**config.mk**
```make
export PLATFORM = sky130hd
export DESIGN_NAME = timer_seq
export DESIGN_NICKNAME = d
export VERILOG_FILES = /design/src/rtl/timer_seq_pkg.sv /design/src/rtl/timer_seq_table.sv /design/src/rtl/timer_seq.sv
export SDC_FILE = /design/constraint.sdc
export NUM_CORES = 1
export LEC_CHECK = 0
export BUFFER_PORTS_ARGS = -buffer_cell sky130_fd_sc_hd__buf_2
export CORE_ASPECT_RATIO = 1.25
export CORE_MARGIN = 4
export CORE_UTILIZATION = 50
export DETAILED_ROUTE_END_ITERATION = 16
export PLACE_DENSITY = 0.71
export SETUP_SLACK_MARGIN = 0.15
export SLEW_MARGIN = 20
export SYNTH_ARGS = -nofsm -noshare
export SYNTH_HDL_FRONTEND = slang
export SYNTH_SLANG_ARGS = --single-unit
```
**constraint.sdc**
```tcl
create_clock -name clk -period 6.7 [get_ports clk]
set_input_delay 0.335 -clock clk [delete_from_list [all_inputs] [get_ports clk]]
set_output_delay 0.335 -clock clk [all_outputs]
set_load 0.01 [all_outputs]
```
**src/rtl/timer_seq_pkg.sv**
```systemverilog
//------------------------------------------------------------------------------
// Module      : timer_seq_pkg
// Description : Register map offsets, timer compare offset and FSM state
//               encoding shared by the timer sequencer files.
// Revision    : 1.0 - initial release
//------------------------------------------------------------------------------
`default_nettype none

package timer_seq_pkg;

  // Slave register map (byte offsets)
  localparam logic [7:0] c_seq_ctrl_ofs   = 8'h00;
  localparam logic [7:0] c_seq_idx_ofs    = 8'h04;
  localparam logic [7:0] c_table_base_ofs = 8'h40;

  // Timer compare register written through the master port
  localparam logic [7:0] c_timer_cmpo_ofs = 8'h04;

  // Sequencer states
  typedef enum logic [1:0] {
    ST_IDLE    = 2'd0,
    ST_WR_CMPO = 2'd1,
    ST_WAIT_OF = 2'd2,
    ST_DONE    = 2'd3
  } seq_state_t;

endpackage

`default_nettype wire

```
**src/rtl/timer_seq_table.sv**
```systemverilog
//------------------------------------------------------------------------------
// Module      : seq_table
// Description : DEPTH x 32 compare-value register file. One synchronous write
//               port, two combinational read ports (bus read and fetch).
// Revision    : 1.0 - initial release
//------------------------------------------------------------------------------
`default_nettype none

module seq_table #(
  parameter int DEPTH = 8,
  parameter int AW    = (DEPTH > 1) ? $clog2(DEPTH) : 1
) (
  input  logic          clk,
  input  logic          rst_n,
  input  logic          we,
  input  logic [AW-1:0] waddr,
  input  logic [31:0]   wdata,
  input  logic [AW-1:0] bus_raddr,
  output logic [31:0]   bus_rdata,
  input  logic [AW-1:0] fetch_raddr,
  output logic [31:0]   fetch_rdata
);

  logic [31:0] r_mem [DEPTH];

  // Storage: cleared on reset, one entry written per cycle
  always_ff @(posedge clk or negedge rst_n) begin
    if (!rst_n) begin
      for (int i = 0; i < DEPTH; i++) begin
        r_mem[i] <= '0;
      end
    end else if (we) begin
      r_mem[waddr] <= wdata;
    end
  end

  assign bus_rdata   = r_mem[bus_raddr];
  assign fetch_rdata = r_mem[fetch_raddr];

endmodule

`default_nettype wire

```
**src/rtl/timer_seq.sv**
```systemverilog
//------------------------------------------------------------------------------
// Module      : timer_seq
// Description : Compare-value sequencer. Walks a table of compare values and
//               writes one into the timer's compare register after each timer
//               overflow, optionally looping, with a done interrupt.
// Revision    : 1.0 - initial release
//------------------------------------------------------------------------------
`default_nettype none

module timer_seq
  import timer_seq_pkg::*;
#(
  parameter int DEPTH = 8
) (
  input  logic        clk,
  input  logic        rst_n,
  input  logic [7:0]  waddr_i,
  input  logic [31:0] data_i,
  input  logic [3:0]  sel_i,
  input  logic        we_i,
  input  logic [7:0]  raddr_i,
  input  logic        rd_i,
  output logic [31:0] data_o,
  output logic [7:0]  tmr_waddr_o,
  output logic [31:0] tmr_data_o,
  output logic [3:0]  tmr_sel_o,
  output logic        tmr_we_o,
  input  logic        irq_timer_of_i,
  output logic        irq_seq_o
);

  localparam int         AW         = (DEPTH > 1) ? $clog2(DEPTH) : 1;
  localparam logic [3:0] c_last_max = 4'(DEPTH - 1);

  seq_state_t  r_state;
  logic [3:0]  r_idx;
  logic        r_run;
  logic        r_loop;
  logic        r_irq_en;
  logic        r_done;
  logic        r_miss;
  logic [3:0]  r_len_m1;

  logic        w_busy;
  logic        w_wr_ctrl;
  logic        w_wr_tbl;
  logic        w_rd_tbl;
  logic [3:0]  w_last;
  logic        w_start;
  logic        w_abort;
  logic        w_of_adv;
  logic        w_more;
  logic        w_fetch_go;
  logic        w_done_set;
  logic        w_miss_set;
  logic [3:0]  w_next_idx;
  logic [31:0] w_tbl_bus_rdata;
  logic [31:0] w_tbl_fetch_rdata;
  logic [31:0] w_rdata;
  logic        w_unused;

  // Byte enables are not supported; every write is a full word.
  assign w_unused  = ^{sel_i, w_next_idx};

  assign tmr_sel_o = 4'hF;
  assign w_busy    = (r_state != ST_IDLE);

  // Address decode; table offsets must be word aligned and below DEPTH
  assign w_wr_ctrl = we_i && (waddr_i == c_seq_ctrl_ofs);
  assign w_wr_tbl  = we_i && (waddr_i[7:6] == c_table_base_ofs[7:6]) &&
                     (waddr_i[1:0] == 2'b00) &&
                     ({1'b0, waddr_i[5:2]} < 5'(DEPTH));
  assign w_rd_tbl  = (raddr_i[7:6] == c_table_base_ofs[7:6]) &&
                     (raddr_i[1:0] == 2'b00) &&
                     ({1'b0, raddr_i[5:2]} < 5'(DEPTH));

  // Last table index actually used, saturated to the table size
  assign w_last     = (r_len_m1 > c_last_max) ? c_last_max : r_len_m1;

  assign w_start    = w_wr_ctrl && data_i[0] && !w_busy;
  assign w_abort    = w_wr_ctrl && !data_i[0] && w_busy;
  assign w_of_adv   = (r_state == ST_WAIT_OF) && irq_timer_of_i && !w_abort;
  assign w_more     = (r_idx < w_last);
  assign w_fetch_go = w_start || (w_of_adv && (w_more || r_loop));
  assign w_done_set = (r_state == ST_DONE) && !w_abort;
  assign w_miss_set = irq_timer_of_i && w_busy && (r_state != ST_WAIT_OF);

  // Index of the entry the next compare write will carry
  always_comb begin
    w_next_idx = r_idx;
    if (w_start) begin
      w_next_idx = 4'd0;
    end else if (w_of_adv) begin
      w_next_idx = w_more ? (r_idx + 4'd1) : 4'd0;
    end
  end

  seq_table #(
    .DEPTH (DEPTH),
    .AW    (AW)
  ) u_table (
    .clk         (clk),
    .rst_n       (rst_n),
    .we          (w_wr_tbl),
    .waddr       (waddr_i[AW+1:2]),
    .wdata       (data_i),
    .bus_raddr   (raddr_i[AW+1:2]),
    .bus_rdata   (w_tbl_bus_rdata),
    .fetch_raddr (w_next_idx[AW-1:0]),
    .fetch_rdata (w_tbl_fetch_rdata)
  );

  // Sequencer FSM; master write is launched on entry to WR_CMPO so it is
  // visible exactly while the FSM sits in WR_CMPO
  always_ff @(posedge clk or negedge rst_n) begin
    if (!rst_n) begin
      r_state     <= ST_IDLE;
      r_idx       <= 4'd0;
      tmr_we_o    <= 1'b0;
      tmr_waddr_o <= 8'h00;
      tmr_data_o  <= 32'h0;
      irq_seq_o   <= 1'b0;
    end else begin
      tmr_we_o    <= 1'b0;
      tmr_waddr_o <= 8'h00;
      tmr_data_o  <= 32'h0;
      irq_seq_o   <= 1'b0;
      if (w_fetch_go) begin
        tmr_we_o    <= 1'b1;
        tmr_waddr_o <= c_timer_cmpo_ofs;
        tmr_data_o  <= w_tbl_fetch_rdata;
      end
      case (r_state)
        ST_IDLE: begin
          if (w_start) begin
            r_idx   <= 4'd0;
            r_state <= ST_WR_CMPO;
          end
        end
        ST_WR_CMPO: begin
          r_state <= w_abort ? ST_IDLE : ST_WAIT_OF;
        end
        ST_WAIT_OF: begin
          if (w_abort) begin
            r_state <= ST_IDLE;
          end else if (w_of_adv) begin
            if (w_fetch_go) begin
              r_idx   <= w_next_idx;
              r_state <= ST_WR_CMPO;
            end else begin
              r_state <= ST_DONE;
            end
          end
        end
        ST_DONE: begin
          irq_seq_o <= r_irq_en && !w_abort;
          r_state   <= ST_IDLE;
        end
        default: r_state <= ST_IDLE;
      endcase
    end
  end

  // SEQ_CTRL fields; hardware set/clear takes priority over the slave write
  always_ff @(posedge clk or negedge rst_n) begin
    if (!rst_n) begin
      r_run    <= 1'b0;
      r_loop   <= 1'b0;
      r_irq_en <= 1'b0;
      r_done   <= 1'b0;
      r_miss   <= 1'b0;
      r_len_m1 <= 4'd0;
    end else begin
      if (w_wr_ctrl) begin
        r_run    <= data_i[0];
        r_loop   <= data_i[1];
        r_irq_en <= data_i[4];
        r_len_m1 <= data_i[11:8];
        if (data_i[3]) r_done <= 1'b0;
        if (data_i[5]) r_miss <= 1'b0;
      end
      if (w_done_set) begin
        r_done <= 1'b1;
        r_run  <= 1'b0;
      end
      if (w_miss_set) begin
        r_miss <= 1'b1;
      end
    end
  end

  // Read data mux; unmapped offsets return zero
  always_comb begin
    w_rdata = 32'h0;
    if (raddr_i == c_seq_ctrl_ofs) begin
      w_rdata = {20'h0, r_len_m1, 2'b00, r_miss, r_irq_en, r_done, w_busy,
                 r_loop, r_run};
    end else if (raddr_i == c_seq_idx_ofs) begin
      w_rdata = {28'h0, r_idx};
    end else if (w_rd_tbl) begin
      w_rdata = w_tbl_bus_rdata;
    end
  end

  // Registered read data, held while no read is requested
  always_ff @(posedge clk or negedge rst_n) begin
    if (!rst_n) begin
      data_o <= 32'h0;
    end else if (rd_i) begin
      data_o <= w_rdata;
    end
  end

endmodule

`default_nettype wire

```
==> summary.md, run 1 <==
| Metric | Value |
|---|---|
| Most frequent cells in the layout | `dfrtp_1 (337), mux2_2 (258), nand2_1 (191), buf_2 (117), nor2_1 (86)` |
| Cell taking the most area after synthesis | `dfrtp_1` |
| Status | `finished, final reports clean` |
| Num ports | `~140` |
| Syn Std Cell Area | `16,800 um2` |
| DR WL/cell | `around 23 um` |
| Final Hold Vio Count | `0` |
| Hold_sp | `irq_timer_of_i` |
| Starting Density | `51.1%` |
| Top cells by area, synth | `dfrtp_1 (50%), mux2_2 (17%), mux4_2 (8.6%), nand2_1 (4.3%), mux2i_1 (2.6%)` |
| Drt first pass iters | `5` |
| Clk sinks | `337` |
| Syn avg cell area | `roughly 12 um2` |
| Drc violations | `0` |
| Ys Warns | `0` |
| Largest net degree at the start of global routing | `between 100 and 150` |
| Vias per cell | `6.23` |
| Via count | `11.9k` |
| Final Power | `5.47 mW` |
| Cell count after synthesis | `1,390` |
| Nets@finish | `1,525` |
| Initial antenna violation count | `5` |
| FMAX | `between 200 and 250 MHz` |
| Top delay family on crit path | `simple AND/OR/NAND/NOR gates` |
| Maximum buffer depth of the clock tree | `3` |
| Area added between synthesis and finish | `13.1%` |
| CTS HTree Levels | `2` |
| Rel. slew slack | `between 20 and 25%` |
| Chip width | `roughly 170 um` |
| Post-synth EDFFs | `0` |
| Max-slew violations | `0` |
| CP max FO | `49` |
| Layout Utilization | `57.7%` |
| MaxCap Viol Count | `0` |
| Crit end category | `register` |
| Worst IR Drop VDD | `0.000191 V` |
| Skew-Pair Late Insertion Delay | `0.52 ns` |
| Hold Path Class | `primary input to register` |
| PortBufs | `119` |
| Slowest CP cell | `or2_2` |
| Setup TNS | `0 ns` |
| Post-synth cell types | `slightly below 50` |
| Placed wire-length estimate | `~25,000 um` |
| Synth Flop Type | `dfrtp_1` |
| CTS resizes | `0` |
| Placed Instances | `roughly 1.8k` |
| CTS root buffer | `clkbuf_16` |
| Synthesis-stage register bit count | `337` |
| Commonest non-fill, non-tap cell in the layout | `dfrtp_1` |
| RSZ-0062 raised after global routing | `no` |
| Crit path from | `r_idx[2]` |
| Layout cells sized above 1 | `36.7%` |
| Final setup fails | `0` |
| Placeable core area | `33,000 um2` |
| Critical path data arrival time | `about 4.6 ns` |
| Row cnt | `74` |
| Drt total wl | `44,100 um` |
| N_diodes | `0` |
| GPL Wtd Cong | `between 0.7 and 0.8` |
| Reg2reg start | `r_idx[2]` |
| Number of fill cells | `between 2k and 3k` |
| Worst path bufs/invs | `1` |
| First-pass GRT wire length | `69,000 um` |
| Post-route insts no fill | `1,907` |
| DR iter-0 viols | `954` |
| TritonCTS Buffers | `35` |
| Minimum clock period | `4.18 ns` |
| PD cells | `287 nW/um2` |
| Die Ht | `213 um` |
| LEAKAGE | `8.92 nW` |
| Required time of the critical path | `7.14 ns` |
| Die area | `around 37,000 um2` |
| Synth top area share | `50.1%` |
| Total GRT Usage | `between 20% and 30%` |
| Register area share after synthesis | `50.1%` |
| Remaining Overflow, GRT | `0` |
| Crit path kind | `register to register` |
| Fin crit share | `62.4%` |
| FFs w/ async S/R, synth | `100%` |
| Worst slew pin tran | `1.17 ns` |
| Clock-pin transition on the worst setup and hold timing paths | `0.06 ns` |
| Clock skew | `roughly 0.013 ns` |
| Vias in the first global route | `12.3k` |
| Worst Setup Start Kind | `register` |
| Crit-path cells | `ha_1, nand3_1, o22ai_2, nor4_4, mux2i_4, or2_2, buf_4, nand2_1, a31oi_1, o2111a_1` |
| CTS tree | `yes` |
| Critical Path Max Stage Delay | `~0.85 ns` |
| Post-route ant nets | `0` |
-- power by group --
group | switching (mW) | internal, mW
Sequential | 0.0871 | 2.14
Combinational | 0.707 | 0.302
Clock | 0.809 | 1.42
Total | 1.60 | 3.86
-- area by class of cell --
class                   instances  area (um2)  area share [%]
well taps                     418         523            2.75
clock inverters                13         273            1.43
flip-flops and latches        337        8430            44.3
inverters                      25        93.8           0.493
multi-input cells             919        7790            40.9
clock buffers                  49        1070            5.63
repair buffers                146         850            4.46
-- path summary, 6_finish.rpt --
path	slack, ns	depth (start not counted)	end
setup / recovery	2.52	10	tmr_data_o[29]
hold / removal	0.1	2	r_miss
setup reg to reg	2.52	10	tmr_data_o[29]
hold reg to reg	0.47	1	data_o[0]
max in group asynchronous	4.76	3	u_table.r_mem[60]
min in group asynchronous	0.42	2	tmr_data_o[0]
-- Yosys cell counts, types with 9 or more instances --
cell      instances
dfrtp_1         337
a211oi_1         26
a21oi_1          17
mux2_2          258
mux4_2           64
o22ai_1          22
inv_1            25
nand2_1         192
nand4_1           9
mux2i_1          44
buf_4            19
a31oi_1          40
o21ai_0          10
o2111a_1         22
nor2_1           88
nand3_1          47
buf_2            38
clkbuf_1         51
-- sequential cells by signal, indices dropped and copies added, names as in the netlist --
register	cells
data_o	32
irq_seq_o	1
r_done	1
r_idx	4
r_irq_en	1
r_len_m1	4
r_loop	1
r_miss	1
r_run	1
r_state	2
tmr_data_o	32
tmr_waddr_o	1
u_table.r_mem	256
-- repair_timing --
| action | in CTS | in global routing |
|---|---|---|
| hold endpoints to repair | 96 | 0 |
| setup buffers | 0 | 0 |
| hold buffers | 1 | 0 |
-- kinds of logic (layout without fill, tap and decap cells) --
logic type / after synthesis / in the layout / share of synthesized area, %
buffers and inverters: 144 / 233 / 4.14
flip-flops: 337 / 337 / 50.1
AO/OA/AOI/OAI: 166 / 166 / 7.27
adder cells (fa/ha/maj): 4 / 4 / 0.297
AND/OR/NAND/NOR: 370 / 370 / 9.55
other: 2 / 12 / 0.0446
multiplexers: 367 / 367 / 28.6
-- layer usage --
layer / wire length (um) / share of wire (%) / GRT usage, %
met3: 2970 / 6.7 / 4.20
met2: 21600 / 49 / 40.4
met4: 1280 / 2.9 / 7.94
met5: 61 / 0.14 / 0
met1: 18200 / 41 / 32.7
-- stage by stage --
stage | worst slack, ns | hold slack (ns) | cell area (um2)
2_1_floorplan | 4.28 | 0.0394 | 16900
3_3_place_gp | 2.66 | 0.431 | 17600
3_5_place_dp | 2.61 | 0.426 | 17600
5_1_grt | 2.28 | 0.101 | 19000
4_1_cts | 2.55 | 0.0734 | 19000
6_report | 2.52 | 0.0997 | 19000
Note: power is estimated with default switching activity, not from simulation.
==> inputs of run 2 (changes only) <==
==> constraint.sdc (replaced) <==
create_clock -name clk -period 4.1 [get_ports clk]
set_input_delay 0.205 -clock clk [delete_from_list [all_inputs] [get_ports clk]]
set_output_delay 0.205 -clock clk [all_outputs]
set_load 0.01 [all_outputs]
==> summary.md, run 2 (same netlist as run 1, synthesis figures left out) <==
| Metric | Value |
|---|---|
| Status | `finished, final reports clean` |
| Clk sinks | `337 (unchanged)` |
| Biggest regs | `u_table.r_mem x256, data_o x32, tmr_data_o x32` |
| Worst r2r dst | `tmr_data_o[8]` |
| Hold_sp | `data_i[16]` |
| Final Cell Area | `18,900 um2 (-0.81%)` |
| Most frequent cells in the layout | `dfrtp_1 (337), mux2_2 (258), nand2_1 (191), buf_2 (117), nor2_1 (86)` |
| LEAKAGE | `8.88 nW (-0.48%)` |
| CTS HTree Levels | `2 (unchanged)` |
| Reg2reg path depth | `10 (unchanged)` |
| Slowest CP cell | `mux2i_4` |
| Setup Buffers After CTS | `0 (unchanged)` |
| TritonCTS Buffers | `35 (unchanged)` |
| PD cells | `443 nW/um2 (+54%)` |
| Setup TNS | `0 ns (unchanged)` |
| Fin crit share | `78.9% (+16 points)` |
| Nets@finish | `1,537 (+0.79%)` |
| PortBufs | `119 (unchanged)` |
| Crit path kind | `register to register` |
| Top reg by flops | `u_table.r_mem` |
| MaxCap Viol Count | `0 (unchanged)` |
| N_diodes | `0 (unchanged)` |
| Row cnt | `74 (unchanged)` |
| Post-route ant nets | `0 (unchanged)` |
| Total GRT Usage | `24.2% (-0.16 points)` |
| Dpl cell area | `17,800 um2 (+0.72%)` |
| Drt first pass iters | `5 (unchanged)` |
| Remaining Overflow, GRT | `0 (unchanged)` |
| Number of fill cells | `2,734 (+1.8%)` |
| Crit-path cells | `ha_1, nand3_1, o22ai_2, nor4_4, mux2i_4, buf_4, nor2_1, a2111oi_0, a31oi_1, and3_1` |
| Die Ht | `213 um (unchanged)` |
| FMAX | `309 MHz (+29%)` |
| Area added between synthesis and finish | `12.2%` |
| Worst Setup Start Kind | `register` |
| Vias in the first global route | `12.3k (+0.59%)` |
| Hold Buf Count CTS | `2 (+1)` |
| GPL Wtd Cong | `0.796 (-0.38%)` |
| Drt total wl | `43,800 um (-0.81%)` |
| Vias per cell | `6.29 (+0.92%)` |
| Clock-pin transition on the worst setup and hold timing paths | `0.06 ns (about the same)` |
| Initial antenna violation count | `3 (-2)` |
| Clock skew | `0.0229 ns (+0.00947 ns)` |
| Placeable core area | `33,000 um2 (unchanged)` |
| DR iter-0 viols | `896 (-6.1%)` |
| Placed wire-length estimate | `25,600 um (+3.7%)` |
| CP max FO | `24 (-51%)` |
| Num ports | `135 (unchanged)` |
| Hold depth | `2 (unchanged)` |
| Layout cells sized above 1 | `36.9% (+0.20 points)` |
| Minimum clock period | `3.23 ns (-0.947 ns)` |
| Starting Density | `51.1% (unchanged)` |
| Crit end category | `register` |
| Max reg flops | `256 (unchanged)` |
| Maximum buffer depth of the clock tree | `3 (unchanged)` |
| Hold Path Class | `primary input to register` |
| Final Hold Vio Count | `0 (unchanged)` |
| Rel. slew slack | `22.8% (+1.2 points)` |
| Max-slew violations | `0 (unchanged)` |
| Final setup fails | `0 (unchanged)` |
| Critical path data arrival time | `3.64 ns (-0.99 ns)` |
| Largest net degree at the start of global routing | `101 (unchanged)` |
| Worst path bufs/invs | `1 (unchanged)` |
| Skew-Pair Late Insertion Delay | `0.52 ns (about the same)` |
| CTS root buffer | `clkbuf_16` |
| Commonest non-fill, non-tap cell in the layout | `dfrtp_1` |
| Chip width | `172 um (unchanged)` |
| Flop2flop setup slack | `0.87 ns (-1.65 ns)` |
| RSZ-0062 raised after global routing | `no` |
| Top delay family on crit path | `compound AO/OA/AOI/OAI gates` |
| Critical Path Max Stage Delay | `0.67 ns (-0.18 ns)` |
| CTS resizes | `0 (unchanged)` |
| Hold endpoint | `u_table.r_mem[48]` |
| Worst slew pin tran | `1.15 ns (-0.0141 ns)` |
| First-pass GRT wire length | `68,900 um (-0.19%)` |
| Drc violations | `0 (unchanged)` |
| Die area | `36,700 um2 (unchanged)` |
| CTS tree | `yes` |
| Worst IR Drop VDD | `0.000390 V (+100%)` |
| Layout Utilization | `57.3% (-0.47 points)` |
| DR WL/cell | `22.9 um (-1.2%)` |
| Via count | `12.0k (+1.3%)` |
| Required time of the critical path | `4.51 ns (-2.63 ns)` |
| Reg2reg start | `r_idx[2]` |
==> run 2: cell types whose count changed in the layout (fill, tap and decap cells not counted), moves of 2 or more <==
cell	delta
clkbuf_16	-2
clkinv_2	+7
clkbuf_8	-2
buf_12	+3
clkinvlp_4	-2
bufinv_16	-7
buf_4	+10
==> run 2: through the flow <==
stage,hold WS (ns),setup slack (ns),instances,total power [mW]
global route,0.0273,0.624,1915,8.70
CTS,0.00750,0.910,1915,8.39
floorplan,-0.0906,1.68,1400,4.78
global placement,0.308,0.937,1855,5.31
detailed placement,0.316,0.924,1855,5.33
finish,0.0159,0.866,1915,8.36
==> run 2: final cells by class <==
| class | count | area (um2) | share of cell area (%) |
|---|---|---|---|
| inverters | 25 | 93.8 | 0.497 |
| multi-input cells | 919 | 7780 | 41.2 |
| clock inverters | 12 | 91.3 | 0.484 |
| flip-flops and latches | 337 | 8430 | 44.7 |
| clock buffers | 46 | 997 | 5.28 |
| well taps | 418 | 523 | 2.77 |
| repair buffers | 158 | 956 | 5.06 |
==> run 2: routing by layer <==
metal | wire, um | GRT usage [%]
met1 | 18200 | 33.1
met2 | 21200 | 39.7
met3 | 3100 | 4.15
met4 | 1260 | 7.38
met5 | 40 | 0
==> run 2: report_power, final <==
group	internal, mW	total (mW)	switching [mW]	leakage, nW
Sequential	3.50	3.64	0.139	4.63
Combinational	0.508	1.66	1.15	3.70
Clock	1.77	3.07	1.30	0.546
==> run 2: worst reg2reg max path: stages, from the launching register on <==
cell	delay, ns
dfrtp_1	0.50
ha_1	0.36
nand3_1	0.08
o22ai_2	0.25
nor4_4	0.09
mux2i_4	0.67
buf_4	0.44
nor2_1	0.09
a2111oi_0	0.44
a31oi_1	0.07
and3_1	0.16
==> run 2: worst max path at each step <==
stage,from,to,cells after the start
floorplan,r_idx[2],tmr_data_o[28],11
global placement,r_idx[2],tmr_data_o[8],10
detailed placement,r_idx[2],tmr_data_o[13],10
CTS,r_idx[2],tmr_data_o[4],10
global route,r_idx[2],tmr_data_o[10],10
finish,r_idx[2],tmr_data_o[8],10
==> inputs of run 3 (changes only) <==
--- a/config.mk
+++ b/config.mk
@@ -5,6 +5,7 @@
 export SDC_FILE = /design/constraint.sdc
 export NUM_CORES = 1
 export LEC_CHECK = 0
+export ABC_AREA = 1
 export BUFFER_PORTS_ARGS = -buffer_cell sky130_fd_sc_hd__buf_2
 export CORE_ASPECT_RATIO = 1.25
 export CORE_MARGIN = 4
==> constraint.sdc (replaced) <==
create_clock -name clk -period 3.25 [get_ports clk]
set_input_delay 0.1625 -clock clk [delete_from_list [all_inputs] [get_ports clk]]
set_output_delay 0.1625 -clock clk [all_outputs]
set_load 0.01 [all_outputs]
==> summary.md, run 3 <==
| Metric | Value |
|---|---|
| Synth top area share | `47.7% (-2.4 points)` |
| Initial antenna violation count | `0 (-3)` |
| Final setup fails | `0 (unchanged)` |
| CTS tree | `yes` |
| Largest net degree at the start of global routing | `97 (-4.0%)` |
| Final WS setup | `0.581 ns (-0.284 ns)` |
| Maximum buffer depth of the clock tree | `3 (unchanged)` |
| MaxCap Viol Count | `0 (unchanged)` |
| Crit path kind | `register to register` |
| Placed wire-length estimate | `31,400 um (+23%)` |
| Drt first pass iters | `6 (+1)` |
| First-pass GRT wire length | `87,700 um (+27%)` |
| RSZ-0062 raised after global routing | `no` |
| Die Ht | `218 um (+2.4%)` |
| Slowest CP cell | `buf_4` |
| CTS resizes | `0 (unchanged)` |
| FFs w/ async S/R, synth | `100% (unchanged)` |
| Reg2reg start | `r_len_m1[3]` |
| Critical Path Max Stage Delay | `0.64 ns (-0.03 ns)` |
| Most common cell on crit path | `nand2_1` |
| Synth Flop Type | `dfrtp_1` |
| Layout cells sized above 1 | `10.1% (-27 points)` |
| Skew-Pair Late Insertion Delay | `0.54 ns (+0.02 ns)` |
| Num ports | `135 (unchanged)` |
| Crit path depth | `13 (+3)` |
| Required time of the critical path | `3.66 ns (-0.85 ns)` |
| Drt total wl | `54,900 um (+25%)` |
| Crit end category | `register` |
| FMAX | `375 MHz (+21%)` |
| CP max FO | `63 (+160%)` |
| Top delay family on crit path | `simple AND/OR/NAND/NOR gates` |
| Via count | `16.8k (+40%)` |
| Sequential share of power | `33.2% (-10 points)` |
| Max-slew violations | `0 (unchanged)` |
| Remaining Overflow, GRT | `0 (unchanged)` |
| Syn Std Cell Area | `17,700 um2 (+5.0%)` |
| Hold Path Class | `primary input to register` |
| Placeable core area | `34,700 um2 (+5.3%)` |
| DR iter-0 viols | `1,814 (+100%)` |
| Most frequent cells in the layout | `nand2_1 (549), o21ai_0 (352), dfrtp_1 (337), inv_1 (318), nor2_1 (159)` |
| LEAKAGE | `9.49 nW (+6.9%)` |
| Minimum clock period | `2.67 ns (-0.566 ns)` |
| Final Hold Vio Count | `0 (unchanged)` |
| Die area | `38,400 um2 (+4.8%)` |
| Setup TNS | `0 ns (unchanged)` |
| Vias in the first global route | `16.5k (+34%)` |
| CTS HTree Levels | `2 (unchanged)` |
| Cell count after synthesis | `2,377 (+71%)` |
| Fin crit share | `82.1% (+3.2 points)` |
| PortBufs | `119 (unchanged)` |
| Post-route ant nets | `0 (unchanged)` |
| TritonCTS Buffers | `36 (+2.9%)` |
| Hold_sp | `data_i[22]` |
| Hold depth | `3 (+1)` |
| Cell Int Power | `8.68 mW (+50%)` |
| Chip width | `176 um (+2.4%)` |
| Commonest non-fill, non-tap cell in the layout | `nand2_1` |
| Multi-input logic area | `7310 um2 (-6.0%)` |
| Number of fill cells | `3,196 (+17%)` |
| Register area | `8430 um2 (unchanged)` |
| Fin Hold WS | `0.00180 ns (-0.0141 ns)` |
| Register area share after synthesis | `47.7% (-2.4 points)` |
| Crit-path cells | `nor2_1, ha_1, nand2_1, nand2_1, nand2_1, nand3_1, nand2_4, buf_4, nand4_1, nand3_1, nand2_1, nor2_1, nor2_1` |
| Clk sinks | `337 (unchanged)` |
| Crit path from | `r_len_m1[3]` |
| Post-synth top cells | `nand2_1 (550), o21ai_0 (352), dfrtp_1 (337)` |
| Flop2flop setup slack | `0.58 ns (-0.28 ns)` |
| Drc violations | `0 (unchanged)` |
| Critical path data arrival time | `3.08 ns (-0.56 ns)` |
| Vias per cell | `5.77 (-8.3%)` |
| Reg2reg path depth | `13 (+3)` |
| Clock-pin transition on the worst setup and hold timing paths | `0.06 ns (about the same)` |
| Final Power | `14.0 mW (+68%)` |
| CTS root buffer | `clkbuf_16` |
| Layout Utilization | `57.4% (+0.15 points)` |
| Top cells by area, synth | `dfrtp_1 (48%), nand2_1 (12%), o21ai_0 (10%), inv_1 (6.8%), nand3_1 (4.0%)` |
| N_diodes | `0 (unchanged)` |
| Rel. slew slack | `36.7% (+14 points)` |
| Post-synth EDFFs | `0 (unchanged)` |
| Nets@finish | `2,483 (+62%)` |
| GPL Wtd Cong | `0.877 (+10%)` |
| Cell with the most instances after synthesis | `nand2_1` |
| Clk network pwr share | `30.4% (-6.3 points)` |
| Biggest regs | `u_table.r_mem x256, data_o x32, tmr_data_o x32` |
| Ys Warns | `0 (unchanged)` |
| Starting Density | `50.9% (-0.15 points)` |
| Worst slew pin tran | `0.949 ns (-0.204 ns)` |
| Worst path bufs/invs | `1 (unchanged)` |
| Syn avg cell area | `7.43 um2 (-39%)` |
| Status | `finished, final reports clean` |
| Post-synth cell types | `34 (-31%)` |
| PD cells | `705 nW/um2 (+59%)` |
| Worst Setup Start Kind | `register` |
| Sw Share | `38.2% (+7.3 points)` |
| Top reg by flops | `u_table.r_mem` |
| Row cnt | `76 (+2.7%)` |
| Switching power | `5.37 mW (+110%)` |
| Total GRT Usage | `28.4% (+4.3 points)` |
| Worst IR Drop VDD | `0.000473 V (+21%)` |
| Synthesis-stage register bit count | `337 (unchanged)` |
| Post-place setup slack | `0.724 ns (-0.199 ns)` |
| Clock skew | `0.0225 ns (-0.000418 ns)` |
| DR WL/cell | `18.8 um (-18%)` |
| Area added between synthesis and finish | `12.8%` |
| Cell taking the most area after synthesis | `dfrtp_1` |
| Max reg flops | `256 (unchanged)` |
| Logic pwr share | `36.4% (+17 points)` |
==> run 3: routing by layer <==
metal,vias up,track usage (%),wire [um]
li1,7824,-,-
met4,0,13.2,2510
met1,7972,36.8,21500
met3,185,3.94,4660
met2,822,47.5,26200
met5,-,0,0
==> run 3: worst paths after layout <==
path / endpoint
max in group asynchronous: u_table.r_mem[203]
worst max register to register: tmr_data_o[2]
worst min-delay path: u_table.r_mem[22]
worst min register to register: u_table.r_mem[252]
min in group asynchronous: irq_seq_o
worst max-delay path: tmr_data_o[2]
==> run 3: timing repair <==
action	CTS	global route
endpoints found under the hold margin	114	0
endpoints found under the setup margin	0	0
hold buffers	8	0
buffers inserted	0	0
==> run 3: power by group through the flow <==
| stage | Combinational, mW | Clock (mW) | Sequential (mW) |
|---|---|---|---|
| 3_3_place_gp | 4.89 | 0 | 4.73 |
| 5_1_grt | 5.67 | 4.51 | 4.70 |
| 3_5_place_dp | 5.00 | 0 | 4.73 |
| 2_1_floorplan | 3.50 | 0 | 4.76 |
| 6_report | 5.11 | 4.26 | 4.67 |
| 4_1_cts | 5.05 | 4.33 | 4.66 |
==> run 3: cell families (layout without fill, tap and decap cells) <==
logic type | Yosys count | count (layout) | synth area share, %
and+or+nand+nor | 966 | 966 | 23.4
AOI/OAI and AO/OA | 561 | 561 | 17.2
buffers and inverters | 506 | 565 | 11.3
DFF | 337 | 337 | 47.7
adders and majority gates | 4 | 4 | 0.283
other | 2 | 12 | 0.0425
xor gates and xnor gates | 1 | 1 | 0.0496
==> run 3: per-stage QoR <==
| stage | cells | cell area [um2] |
|---|---|---|
| after floorplan | 2387 | 17700 |
| after global placement | 2844 | 18600 |
| after detailed placement | 2844 | 18600 |
| after CTS | 2914 | 19900 |
| after global routing | 2914 | 19900 |
| final | 2914 | 19900 |
==> run 3: layout make-up <==
type                    instances  area share (%)
multi-input cells            1544            36.7
clock buffers                  54            5.52
clock inverters                 8           0.615
inverters                     326            6.14
well taps                     468            2.94
repair buffers                177            5.76
flip-flops and latches        337            42.3
==> run 3: worst min-delay path, cell delays in order <==
cell and delay, ns:
buf_2 0.07, inv_1 0.10, o21ai_0 0.17
